`src/rtl/seven_segment_pkg.sv`:
```
// Shared seven-segment constants: active-low {g..a} hex patterns, bit positions and the blank code.
// Used by the display driver side and by the scan decoder.
package seven_segment_pkg;

   typedef logic [6:0] seg_pattern_t;

   localparam int SEG_A_BIT  = 0;
   localparam int SEG_G_BIT  = 6;
   localparam int SEG_DP_BIT = 7;

   localparam logic [7:0] SEG_BLANK = 8'hFF;

   // Active-low {g,f,e,d,c,b,a}: a 0 bit means the segment is lit.
   localparam seg_pattern_t SEG_0 = 7'b1000000;
   localparam seg_pattern_t SEG_1 = 7'b1111001;
   localparam seg_pattern_t SEG_2 = 7'b0100100;
   localparam seg_pattern_t SEG_3 = 7'b0110000;
   localparam seg_pattern_t SEG_4 = 7'b0011001;
   localparam seg_pattern_t SEG_5 = 7'b0010010;
   localparam seg_pattern_t SEG_6 = 7'b0000010;
   localparam seg_pattern_t SEG_7 = 7'b1111000;
   localparam seg_pattern_t SEG_8 = 7'b0000000;
   localparam seg_pattern_t SEG_9 = 7'b0010000;
   localparam seg_pattern_t SEG_A = 7'b0001000;
   localparam seg_pattern_t SEG_B = 7'b0000011;
   localparam seg_pattern_t SEG_C = 7'b1000110;
   localparam seg_pattern_t SEG_D = 7'b0100001;
   localparam seg_pattern_t SEG_E = 7'b0000110;
   localparam seg_pattern_t SEG_F = 7'b0001110;

endpackage

```
`src/rtl/seven_segment_pattern_to_hex.sv`:
```
// Combinational lookup from an active-low {g..a} segment pattern to its hex digit.
// Anything outside the sixteen hex glyphs reports legal = 0.
module seven_segment_pattern_to_hex
   import seven_segment_pkg::*;
(
   input  logic [6:0] pattern,
   output logic       legal,
   output logic [3:0] hex
);

   always_comb begin
      legal = 1'b1;
      hex   = 4'h0;
      case (pattern)
         SEG_0:   hex = 4'h0;
         SEG_1:   hex = 4'h1;
         SEG_2:   hex = 4'h2;
         SEG_3:   hex = 4'h3;
         SEG_4:   hex = 4'h4;
         SEG_5:   hex = 4'h5;
         SEG_6:   hex = 4'h6;
         SEG_7:   hex = 4'h7;
         SEG_8:   hex = 4'h8;
         SEG_9:   hex = 4'h9;
         SEG_A:   hex = 4'hA;
         SEG_B:   hex = 4'hB;
         SEG_C:   hex = 4'hC;
         SEG_D:   hex = 4'hD;
         SEG_E:   hex = 4'hE;
         SEG_F:   hex = 4'hF;
         default: legal = 1'b0;
      endcase
   end

endmodule

```
`src/rtl/seven_segment_scan_decoder.sv`:
```
// Passive reader of a multiplexed active-low seven-segment bus: recovers per-digit hex/dp after a dwell filter.
// Optional per-digit refresh timeout is enabled with `define SEVEN_SEG_BLANK_TIMEOUT_EN.
module seven_segment_scan_decoder
   import seven_segment_pkg::*;
#(
   parameter int NUM_DIGITS     = 8,
   parameter int STABLE_CYCLES  = 4,
   parameter int TIMEOUT_CYCLES = 1000000
)
(
   input  logic                          clk,
   input  logic                          rst,
   input  logic [NUM_DIGITS-1:0]         an_in,
   input  logic [7:0]                    seg_in,
   output logic [4*NUM_DIGITS-1:0]       hex_out,
   output logic [NUM_DIGITS-1:0]         dp_out,
   output logic [NUM_DIGITS-1:0]         digit_valid,
   output logic                          update_pulse,
   output logic [$clog2(NUM_DIGITS)-1:0] update_idx,
   output logic                          pattern_err,
   output logic                          multi_an_err
);

   localparam int         IDX_W    = $clog2(NUM_DIGITS);
   localparam int         SAMPLE_W = NUM_DIGITS + 8;
   localparam logic [7:0] STABLE   = 8'(STABLE_CYCLES);

   if (STABLE_CYCLES < 1 || STABLE_CYCLES > 255 || TIMEOUT_CYCLES < 1) begin : g_bad_params
      $error("seven_segment_scan_decoder: STABLE_CYCLES must be 1..255 and TIMEOUT_CYCLES >= 1");
   end

   logic [SAMPLE_W-1:0]   sample_q;
   logic [SAMPLE_W-1:0]   prev_q;
   logic [7:0]            dwell_q;
   logic [7:0]            dwell_next;
   logic                  committed_q;
   logic                  changed;
   logic                  commit_now;
   logic [NUM_DIGITS-1:0] an_low;
   logic                  any_low;
   logic                  multi_low;
   logic [IDX_W-1:0]      low_idx;
   logic                  pattern_legal;
   logic [3:0]            pattern_hex;

`ifdef SEVEN_SEG_BLANK_TIMEOUT_EN
   localparam int               TMO_W   = $clog2(TIMEOUT_CYCLES + 1);
   localparam logic [TMO_W-1:0] TMO_MAX = TMO_W'(TIMEOUT_CYCLES);
   logic [TMO_W-1:0] idle_q [NUM_DIGITS];
`endif

   assign an_low  = ~sample_q[SAMPLE_W-1:8];
   assign changed = (sample_q != prev_q);

   // One commit per dwell: fire only on the cycle the count first lands on STABLE.
   always_comb begin
      dwell_next = dwell_q;
      if (changed) begin
         dwell_next = 8'd1;
      end else if (dwell_q < STABLE) begin
         dwell_next = dwell_q + 8'd1;
      end
      commit_now = (dwell_next == STABLE) && (changed || !committed_q);
   end

   always_comb begin
      any_low   = 1'b0;
      multi_low = 1'b0;
      low_idx   = '0;
      for (int i = 0; i < NUM_DIGITS; i++) begin
         if (an_low[i]) begin
            multi_low = multi_low | any_low;
            any_low   = 1'b1;
            low_idx   = IDX_W'(i);
         end
      end
   end

   seven_segment_pattern_to_hex u_pattern_to_hex (
      .pattern (sample_q[SEG_G_BIT:SEG_A_BIT]),
      .legal   (pattern_legal),
      .hex     (pattern_hex)
   );

   always_ff @(posedge clk or posedge rst) begin
      if (rst) begin
         sample_q     <= {{NUM_DIGITS{1'b1}}, SEG_BLANK};
         prev_q       <= {{NUM_DIGITS{1'b1}}, SEG_BLANK};
         dwell_q      <= '0;
         committed_q  <= 1'b0;
         hex_out      <= '0;
         dp_out       <= '0;
         digit_valid  <= '0;
         update_pulse <= 1'b0;
         update_idx   <= '0;
         pattern_err  <= 1'b0;
         multi_an_err <= 1'b0;
`ifdef SEVEN_SEG_BLANK_TIMEOUT_EN
         for (int i = 0; i < NUM_DIGITS; i++) begin
            idle_q[i] <= '0;
         end
`endif
      end else begin
         sample_q     <= {an_in, seg_in};
         prev_q       <= sample_q;
         dwell_q      <= dwell_next;
         committed_q  <= commit_now | (committed_q & ~changed);
         update_pulse <= 1'b0;
         pattern_err  <= 1'b0;
         multi_an_err <= 1'b0;

`ifdef SEVEN_SEG_BLANK_TIMEOUT_EN
         // Idle counters saturate at the timeout; a commit below takes priority over expiry.
         for (int i = 0; i < NUM_DIGITS; i++) begin
            if (idle_q[i] != TMO_MAX) begin
               idle_q[i] <= idle_q[i] + TMO_W'(1);
               if (idle_q[i] == TMO_MAX - TMO_W'(1)) begin
                  digit_valid[i] <= 1'b0;
               end
            end
         end
`endif

         if (commit_now) begin
            if (multi_low) begin
               multi_an_err <= 1'b1;
               update_idx   <= '0;
            end else if (any_low) begin
               update_idx <= low_idx;
               if (pattern_legal) begin
                  hex_out[4*int'(low_idx) +: 4] <= pattern_hex;
                  dp_out[low_idx]               <= ~sample_q[SEG_DP_BIT];
                  digit_valid[low_idx]          <= 1'b1;
                  update_pulse                  <= 1'b1;
`ifdef SEVEN_SEG_BLANK_TIMEOUT_EN
                  idle_q[low_idx]               <= '0;
`endif
               end else begin
                  digit_valid[low_idx] <= 1'b0;
                  pattern_err          <= 1'b1;
               end
            end
         end
      end
   end

endmodule

```
`config.mk`:
```
export PLATFORM = sky130hd
export DESIGN_NAME = seven_segment_scan_decoder
export DESIGN_NICKNAME = d
export VERILOG_FILES = /design/src/rtl/seven_segment_pkg.sv /design/src/rtl/seven_segment_pattern_to_hex.sv /design/src/rtl/seven_segment_scan_decoder.sv
export SDC_FILE = /design/constraint.sdc
export NUM_CORES = 1
export LEC_CHECK = 0
export ABC_AREA = 1
export CORE_ASPECT_RATIO = 0.6
export CORE_MARGIN = 4
export CORE_UTILIZATION = 56
export CTS_CLUSTER_SIZE = 14
export DETAILED_ROUTE_END_ITERATION = 10
export PLACE_DENSITY_LB_ADDON = 0.05
export SETUP_SLACK_MARGIN = 0.5
export SYNTH_ARGS = -nofsm -noshare
export SYNTH_HDL_FRONTEND = slang
export SYNTH_HIERARCHICAL = 1
export SYNTH_SLANG_ARGS = --single-unit
```
`constraint.sdc`:
```
create_clock -name clk -period 9.49 [get_ports clk]
set_clock_uncertainty 0.05 [all_clocks]
set_input_delay 2.847 -clock clk [delete_from_list [all_inputs] [get_ports clk]]
set_output_delay 2.847 -clock clk [all_outputs]
set_load 0.1 [all_outputs]
```
==> results of run 1 <==
## state kept, by name, indices dropped and copies added, names as in the netlist, named ones only
register      cells
committed_q       1
dp_out            8
dwell_q           8
hex_out          32
multi_an_err      1
pattern_err       1
prev_q           16
sample_q         16
update_idx        3
update_pulse      1
## logic make-up after synthesis
| family | Yosys count | synth area share |
|---|---|---|
| AO/OA/AOI/OAI | 22 | 0.0253 |
| XOR/XNOR | 8 | 0.0151 |
| adder cells (fa/ha/maj) | 3 | 0.00808 |
| buffers and inverters | 78 | 0.0646 |
| flip-flops | 95 | 0.520 |
| AND/OR/NAND/NOR | 398 | 0.367 |
## worst paths after layout
kind / startpoint / end / slack (ns) / cells after the start
max: dp_out[5] / dp_out[5] / 4.69 / 1
min: sample_q[10] / prev_q[10] / 0.33 / 0
max reg2reg: sample_q[6] / hex_out[20] / 6.03 / 13
min reg2reg: sample_q[10] / prev_q[10] / 0.33 / 0
max in group asynchronous: rst / dp_out[3] / 5.40 / 3
min in group asynchronous: rst / hex_out[28] / 2.73 / 2
## cell usage after synthesis (2+ instances only)
cell type / count
sky130_fd_sc_hd__a21oi_1: 7
sky130_fd_sc_hd__buf_2: 3
sky130_fd_sc_hd__clkbuf_1: 4
sky130_fd_sc_hd__dfrtp_1: 63
sky130_fd_sc_hd__dfstp_2: 32
sky130_fd_sc_hd__ha_1: 3
sky130_fd_sc_hd__inv_1: 66
sky130_fd_sc_hd__inv_2: 4
sky130_fd_sc_hd__nand2_1: 200
sky130_fd_sc_hd__nand2_2: 2
sky130_fd_sc_hd__nand3_1: 39
sky130_fd_sc_hd__nand4_1: 31
sky130_fd_sc_hd__nor2_1: 93
sky130_fd_sc_hd__nor2_2: 15
sky130_fd_sc_hd__nor3_1: 14
sky130_fd_sc_hd__o21ai_0: 8
sky130_fd_sc_hd__o21ai_1: 4
sky130_fd_sc_hd__xnor2_1: 4
sky130_fd_sc_hd__xor2_1: 4
## cell usage in the layout, fill, tap and decap left out, types with 2 or more instances in the layout
cell type,synthesis,final
sky130_fd_sc_hd__ha_1,3,3
sky130_fd_sc_hd__inv_2,4,4
sky130_fd_sc_hd__xor2_1,4,4
sky130_fd_sc_hd__clkdlybuf4s50_1,0,71
sky130_fd_sc_hd__dfstp_2,32,32
sky130_fd_sc_hd__nand2_1,200,200
sky130_fd_sc_hd__clkbuf_16,0,9
sky130_fd_sc_hd__nor3_1,14,14
sky130_fd_sc_hd__xnor2_1,4,4
sky130_fd_sc_hd__nor2_1,93,93
sky130_fd_sc_hd__nor2_2,15,15
sky130_fd_sc_hd__dfrtp_1,63,63
sky130_fd_sc_hd__nand3_1,39,39
sky130_fd_sc_hd__a21oi_1,7,7
sky130_fd_sc_hd__o21ai_0,8,8
sky130_fd_sc_hd__clkinvlp_4,0,3
sky130_fd_sc_hd__nand4_1,31,31
sky130_fd_sc_hd__o21ai_1,4,4
sky130_fd_sc_hd__nand2_2,2,2
sky130_fd_sc_hd__inv_1,66,65
sky130_fd_sc_hd__bufinv_16,0,3
## layout make-up
cell class                      count  area (um2)
Clock buffer                        9         225
Clock inverter                      7         121
Fill cell                         613        2160
Inverter                           70         264
Multi-Input combinational cell    431        1930
Sequential cell                    95        2420
Tap cell                          108         135
Timing Repair Buffer               72         718
## routing by layer
metal	vias up	part of all wire
li1	2054	-
met5	-	0
met2	196	0.41
met3	13	0.099
met4	0	0.0099
met1	1979	0.48
## power breakdown
group / total [mW] / leakage [nW] / switching, mW / internal (mW)
clock network: 0.411 / 0.158 / 0.153 / 0.258
logic: 0.0641 / 1.49 / 0.0449 / 0.0193
registers: 0.427 / 1.21 / 0.00932 / 0.418
total: 0.902 / 2.86 / 0.207 / 0.695
## per-stage QoR
step / std cells / area (um2) / hold WS (ns) / power [mW] / utilization
floorplan: 604 / 4650 / 0.317 / 0.475 / -
global placement: 776 / 5470 / 0.327 / 0.494 / 0.685
detailed placement: 776 / 5470 / 0.329 / 0.497 / 0.685
CTS: 792 / 5810 / 0.336 / 0.908 / 0.729
global route: 792 / 5810 / 0.338 / 0.941 / 0.729
finish: 792 / 5810 / 0.334 / 0.902 / 0.729
## worst reg2reg max path: stages (launching register included)
cell and delay, ns:
sky130_fd_sc_hd__dfstp_2 0.60, sky130_fd_sc_hd__inv_1 0.06, sky130_fd_sc_hd__nand2_1 0.08, sky130_fd_sc_hd__nand2_1 0.05, sky130_fd_sc_hd__a21oi_1 0.13, sky130_fd_sc_hd__nand2_1 0.10, sky130_fd_sc_hd__nor2_1 0.22, sky130_fd_sc_hd__nand3_2 0.13
sky130_fd_sc_hd__nor2_2 0.18, sky130_fd_sc_hd__nand4_2 0.39, sky130_fd_sc_hd__nor2_2 0.80, sky130_fd_sc_hd__nand3_1 0.35, sky130_fd_sc_hd__nand2_1 0.15, sky130_fd_sc_hd__nand2_1 0.07
==> impl.org, run 1 <==
** CTS
- Clock latency on the worst-skew pair :: roughly 0.34 ns
- Sink count of the clock tree :: 95
- Buffers inserted to repair hold after CTS numbered 0.
- Clock slew at reported path FFs :: ~0.060 ns
- TritonCTS clock tree :: done
- Maximum level of the CTS H-tree :: 3
- Count of cells resized by post-cts repair :: 0
- Post-CTS timing repair inserted 0 buffers for setup.
- Clock tree root driver cell :: sky130_fd_sc_hd__clkbuf_16
- In this run the deepest clock path goes through 2 buffers.
- Clock tree synthesis inserted a total of 9 buffers.

** Layout
- Share of post-route cells with drive strength above 1 :: 0.108
- Compared with the post-synthesis result, the final layout area differs by 25.0%.
- Number of nets in the layout :: 700
- Diodes inserted :: 0

** Place
- Port-buffer cells :: 71
- Detailed-placement wirelength estimate :: 8510 um
- Global placement routability congestion :: ~0.91
- OpenSTA, run right after detailed placement, puts the worst setup slack at 4.96 ns.

** Power
- Across the VDD grid, the largest voltage drop is 0.0971 mV.
- Pwr per Cell Area :: between 150 and 200 nW/um2
- The analysis attributes to cell leakage a power of 2.86 nW.

** Worst hold path
- Worst min path class :: reg -> reg

** Global route
- The first global-routing pass estimated 19400 um of wire.
- The via count of the first global-routing pass is slightly below 4000.
- All-layer global routing usage :: 0.248
- Met1 global-route usage :: 0.372
- After global routing, the most crowded layer is met1.
- Pin count of the biggest net entering global routing :: 77
- Number of antenna violations at the first check in global routing :: 0
- In the global route stage, met2 resource usage came out at 0.346.
- For met3 alone, demand over resource in global routing was 0.0782.
- Overall overflow remaining after global route :: 0

** Critical path
- Counting both buffers and inverters, the worst setup path holds a total of 1.
- Critical path's top delay family :: buffers and inverters
- Crit path required time :: around 6.6 ns
- CP Capture Type :: output port
- Kind of start point of the critical path :: flop
- Data arrives at the worst endpoint at roughly 1.9 ns.
- CP Max Fanout :: 2
- Delay of the slowest cell on the worst path :: 1.16 ns
- The signal on the critical path passes through clkdlybuf4s50_1.
- Kind of critical path :: reg -> out
- Max stage delay cell, worst path :: sky130_fd_sc_hd__clkdlybuf4s50_1

** Run status
- The flow ran to the end, and the final reports show no timing, DRC or antenna violations.

** Die
- Number of placement rows :: 25
- Floorplan core area :: about 8000 um2
- X dimension of the die :: ~130 um
- The die covers between 9000 and 10000 um2.
- Effective utilization at floorplan :: 0.583
- Die Ht :: a little under 80 um
- just over 70 I/O pins were placed.

** Job
- Number of max-capacitance violations reported :: 0

** Synth
- Number of enable flip-flop cells after synthesis :: 0
- Avg Cell Area, Syn :: 7.70 um2
- The most used flip-flop cell after synthesis is sky130_fd_sc_hd__dfrtp_1.
- Counting flops with an async set or reset pin after synthesis yields a share of 1.00.
- During synthesis, Yosys emitted a total of 6 warnings.
- Post-synth top area cell :: sky130_fd_sc_hd__dfrtp_1
- After synthesis, the netlist uses 27 different library cells.
- Synthesized instance count :: roughly 600
- Synthesis produced a netlist with a net count of about 630.
- After synthesis the netlist holds a flip-flop and latch count of 95.
- Proportion of netlist area held by the largest area contributor :: 0.339
- Summed instance area of the synthesized netlist :: roughly 4600 um2
- Register area share after synthesis :: 0.520
- Top cells by area in the synthesized netlist :: sky130_fd_sc_hd__dfrtp_1 (34%), sky130_fd_sc_hd__dfstp_2 (18%), sky130_fd_sc_hd__nand2_1 (16%), sky130_fd_sc_hd__nor2_1 (7.5%), sky130_fd_sc_hd__inv_1 (5.3%)

** Route
- Number of nets with antenna violations after routing :: 0
- Routed wirelength normalized by instance count :: approximately 15 um
- Aggregate routed wire length :: around 12000 um
- Vias post-DR :: between 4000 and 5000
- After detailed routing, the number of remaining DRC violations is 0.
- For this block, the initial DRC count from the detailed router was between 300 and 400.
- The first detailed-routing pass ran for 5 iterations.
- Via-to-Cell Ratio :: between 5 and 6

** Timing
- At the pin with the least slew margin, the transition time is roughly 1 ns.
- Final-report setup violation count :: 0
- Setup repair after global routing left no endpoint under its margin.
- Max Fclk :: 0.208 GHz
- Of the available clock period, the critical path in the final layout requires 0.506.
- Across all setup checks in the final design, the least slack found is 4.69 ns.
- Max-slew violation total from the final report :: 0
- Measured against its own limit, the worst slew margin works out to 0.330.
- Setup TNS :: 0 ns
- The clock period could shrink to between 4 and 5 ns.
- The number of hold violations in the final report is 0.
No activity file was read; power rests on OpenSTA's default activity.
==> inputs of run 2 (changes only) <==
Settings changed: CORE_UTILIZATION 56 to 49.
Clock period 9.49 ns to 4.25 ns, I/O delays scaled along.
==> run 2 against run 1 <==
  * Critical endpoint is now digit_valid[3]
  * Sequential share of layout area about the same
  * Largest power group unchanged
  * Count of clock-buffer cells in the layout unchanged
  * Power up 110%
  * Sequential power is 120% higher
  * Non-clock buffer count rose by 1
  * Sequential cell count stayed put
  * Worst setup slack worse by 3.6 ns
==> impl.org, run 2 (synthesis results as in run 1) <==
** Run status
- Outcome :: finished clean (unchanged)

** Global route
- The wire length of the first global-routing pass was 20300 um (was 19400 um).
- Overall overflow remaining after global route :: 0 (unchanged)
- The largest net degree at the start of global routing came to 63 (was 77).
- The overall track demand over capacity in global routing came to 0.227 (was 0.248).
- Number of antenna violations at the first check in global routing :: 0 (unchanged)
- Number of global-route vias before repair :: 4012 (was 3962)

** Route
- Vias post-DR :: 4211 (was 4242)
- Drt first-iter violations :: 389 (was 376)
- The number of detailed-routing iterations run before antenna repair is 5 (unchanged).
- The residual antenna-violating net count after detailed routing was 0 (unchanged).
- Via-to-Cell Ratio :: 5.17 (was 5.36)
- The wire length per cell after detailed routing came to 14.6 um (about the same).
- Aggregate routed wire length :: 11900 um (was 11500 um)
- The number of remaining DRC errors was 0 (unchanged).

** Worst hold path
- Worst min path class :: reg -> reg (unchanged)

** Critical path
- CP Max Fanout :: 2 (unchanged)
- CP Capture Type :: output port (unchanged)
- Critical path arrival :: 1.87 ns (was 1.91 ns)
- Max stage delay cell, worst path :: sky130_fd_sc_hd__clkdlybuf4s50_1 (unchanged)
- Critical path's top delay family :: buffers and inverters (unchanged)
- CP bufs+invs :: 1 (unchanged)
- Crit path required time :: 2.92 ns (was 6.59 ns)
- Critical path cell sequence :: clkdlybuf4s50_1 (unchanged)
- Delay of the slowest cell on the worst path :: 1.15 ns (was 1.16 ns)
- The type of the worst setup path is reg -> out (unchanged).
- The startpoint type of the worst setup path was a flop (unchanged).

** Timing
- The final-report max-slew violation count came to 0 (unchanged).
- Based on the critical path, the design can be clocked at up to 0.313 GHz.
- Final Hold Violating Endpoints :: 0 (unchanged)
- The worst-margin pin slew came to 1.00 ns (about the same).
- Worst slew margin relative to its limit :: 0.329 (was 0.330)
- The final worst setup slack came to 1.05 ns (was 4.69 ns).
- The final total negative setup slack was 0 ns (unchanged).
- Counting I/O delays and the setup requirement, the final critical path takes roughly 3.2 ns.
- The total setup violations reported at the end of the flow is 0 (unchanged).
- Unrepaired setup endpoints after global routing: false (unchanged).
- In the finished design, the share of the clock period the worst path needs comes to 0.753.
- Min Hold Slack :: 0.336 ns (was 0.334 ns)

** CTS
- Clock slew at reported path FFs :: 0.07 ns (was 0.06 ns)
- CTS hold repair buffers :: 0 (unchanged)
- Sink count of the clock tree :: 95 (unchanged)
- The TritonCTS clock tree is done (unchanged).
- The number of CTS-inserted buffers came to 9 (unchanged).
- The CTS root buffer was sky130_fd_sc_hd__clkbuf_16 (unchanged).
- The total number of H-tree levels came to 3 (unchanged).
- Maximum buffer depth of the clock tree :: 2 (unchanged)
- The clock latency at the later pin of the worst-skew pair was 0.34 ns (about the same).

** Place
- Setup WS pre-CTS :: 0.822 ns (was 4.96 ns)
- The post-placement cell count is 799 (was 776).
- Detailed-placement wirelength estimate :: 9090 um (was 8510 um)
- The quantity of I/O buffers inserted on ports came to 71 (unchanged).
- Global placement routability congestion :: 0.907 (was 0.913)

** Die
- DIE AREA :: 11200 um2 (was 9870 um2)
- Effective utilization at floorplan :: 0.504 (was 0.583)
- The number of top-level pins came to 72 (unchanged).
- X dimension of the die :: 134 um (was 126 um)
- Die Ht :: 83.4 um (was 78.6 um)
- Floorplan core area :: 9220 um2 (was 7980 um2)
- Number of placement rows :: 27 (was 25)

** Layout
- The area of the multi-input gates is 1940 um2 (was 1930 um2).
- The most common library cell in the layout ignoring fill and taps is sky130_fd_sc_hd__nand2_1 (unchanged).
- The core occupancy in the finished layout came to 0.630 (was 0.729).
- Relative area change from synthesis to final layout :: 25.0% (about the same)
- The ratio of cells with drive above 1 in the final layout was 0.109 (was 0.108).
- The post-layout instance count excluding filler cells was 815 (was 792).
- The register name with the most flops is hex_out (unchanged).
- Commonest cells after routing, fill and taps aside :: sky130_fd_sc_hd__nand2_1 (200), sky130_fd_sc_hd__nor2_1 (93), sky130_fd_sc_hd__clkdlybuf4s50_1 (71), sky130_fd_sc_hd__inv_1 (65), sky130_fd_sc_hd__dfrtp_1 (63) (unchanged)
- The register area came to 2420 um2 (unchanged).
- Registers with the most flip-flops :: hex_out: 32 flops, prev_q: 16 flops, sample_q: 16 flops (unchanged)
- Diodes inserted :: 0 (unchanged)
- Number of nets in the layout :: 701 (was 700)
- The number of filler instances in the final layout is 811 (was 613).
- Flip-flop count of the largest register after layout :: 32 (unchanged)

** Job
- The count of maximum capacitance violations was 0 (unchanged).

** Power
- The reported leakage power was 2.86 nW (about the same).
- The ratio of total power to cell area came to 326 nW/um2 (was 155 nW/um2).
- The maximum ir drop on the vdd rail came to 0.185 mV (was 0.0971 mV).
## run 2: cell types whose count changed in the layout (fill, tap and decap cells not counted), moves of 2 or more
cell,change
sky130_fd_sc_hd__clkinvlp_4,-3
sky130_fd_sc_hd__clkinv_4,+3
sky130_fd_sc_hd__inv_8,+2
sky130_fd_sc_hd__bufinv_16,-3
## run 2: report_power, final
group          internal [mW]  switching [mW]
logic                 0.0453           0.102
registers              0.932          0.0209
clock network          0.412           0.379
total                   1.39           0.502
## run 2: path summary, 6_finish.rpt
kind,startpoint,to,slack (ns),cells past startpoint
worst max-delay path,flop,digit_valid[3],1.05,1
worst min-delay path,sample_q[10],prev_q[10],0.34,0
worst max register to register,sample_q[2],hex_out[22],1.11,11
worst min register to register,sample_q[10],prev_q[10],0.34,0
max in group asynchronous,rst,prev_q[0],2.13,3
min in group asynchronous,rst,hex_out[4],1.25,2
## run 2: layer usage
layer / share of wire / global-route usage
met5: 0 / 0
met4: 0.0060 / 0.0420
met3: 0.081 / 0.0551
met2: 0.39 / 0.315
met1: 0.52 / 0.361
## run 2: layout make-up
class | count | area share
flip-flops and latches | 95 | 0.416
repair buffers | 73 | 0.127
well taps | 130 | 0.0280
clock buffers | 9 | 0.0388
clock inverters | 7 | 0.0114
multi-input cells | 431 | 0.333
inverters | 70 | 0.0454
## run 2: per-stage QoR
| step | area [um2] | total power, mW |
|---|---|---|
| after global placement | 5510 | 1.11 |
| after global routing | 5810 | 1.98 |
| after CTS | 5800 | 1.91 |
| final | 5810 | 1.89 |
| after detailed placement | 5510 | 1.11 |
| after floorplan | 4650 | 1.06 |
## run 2: what timing repair did
item | 4_1_cts | 5_1_grt
endpoints found under the setup margin | 0 | 3
resized for setup | 0 | 1
buffers inserted | 0 | 0
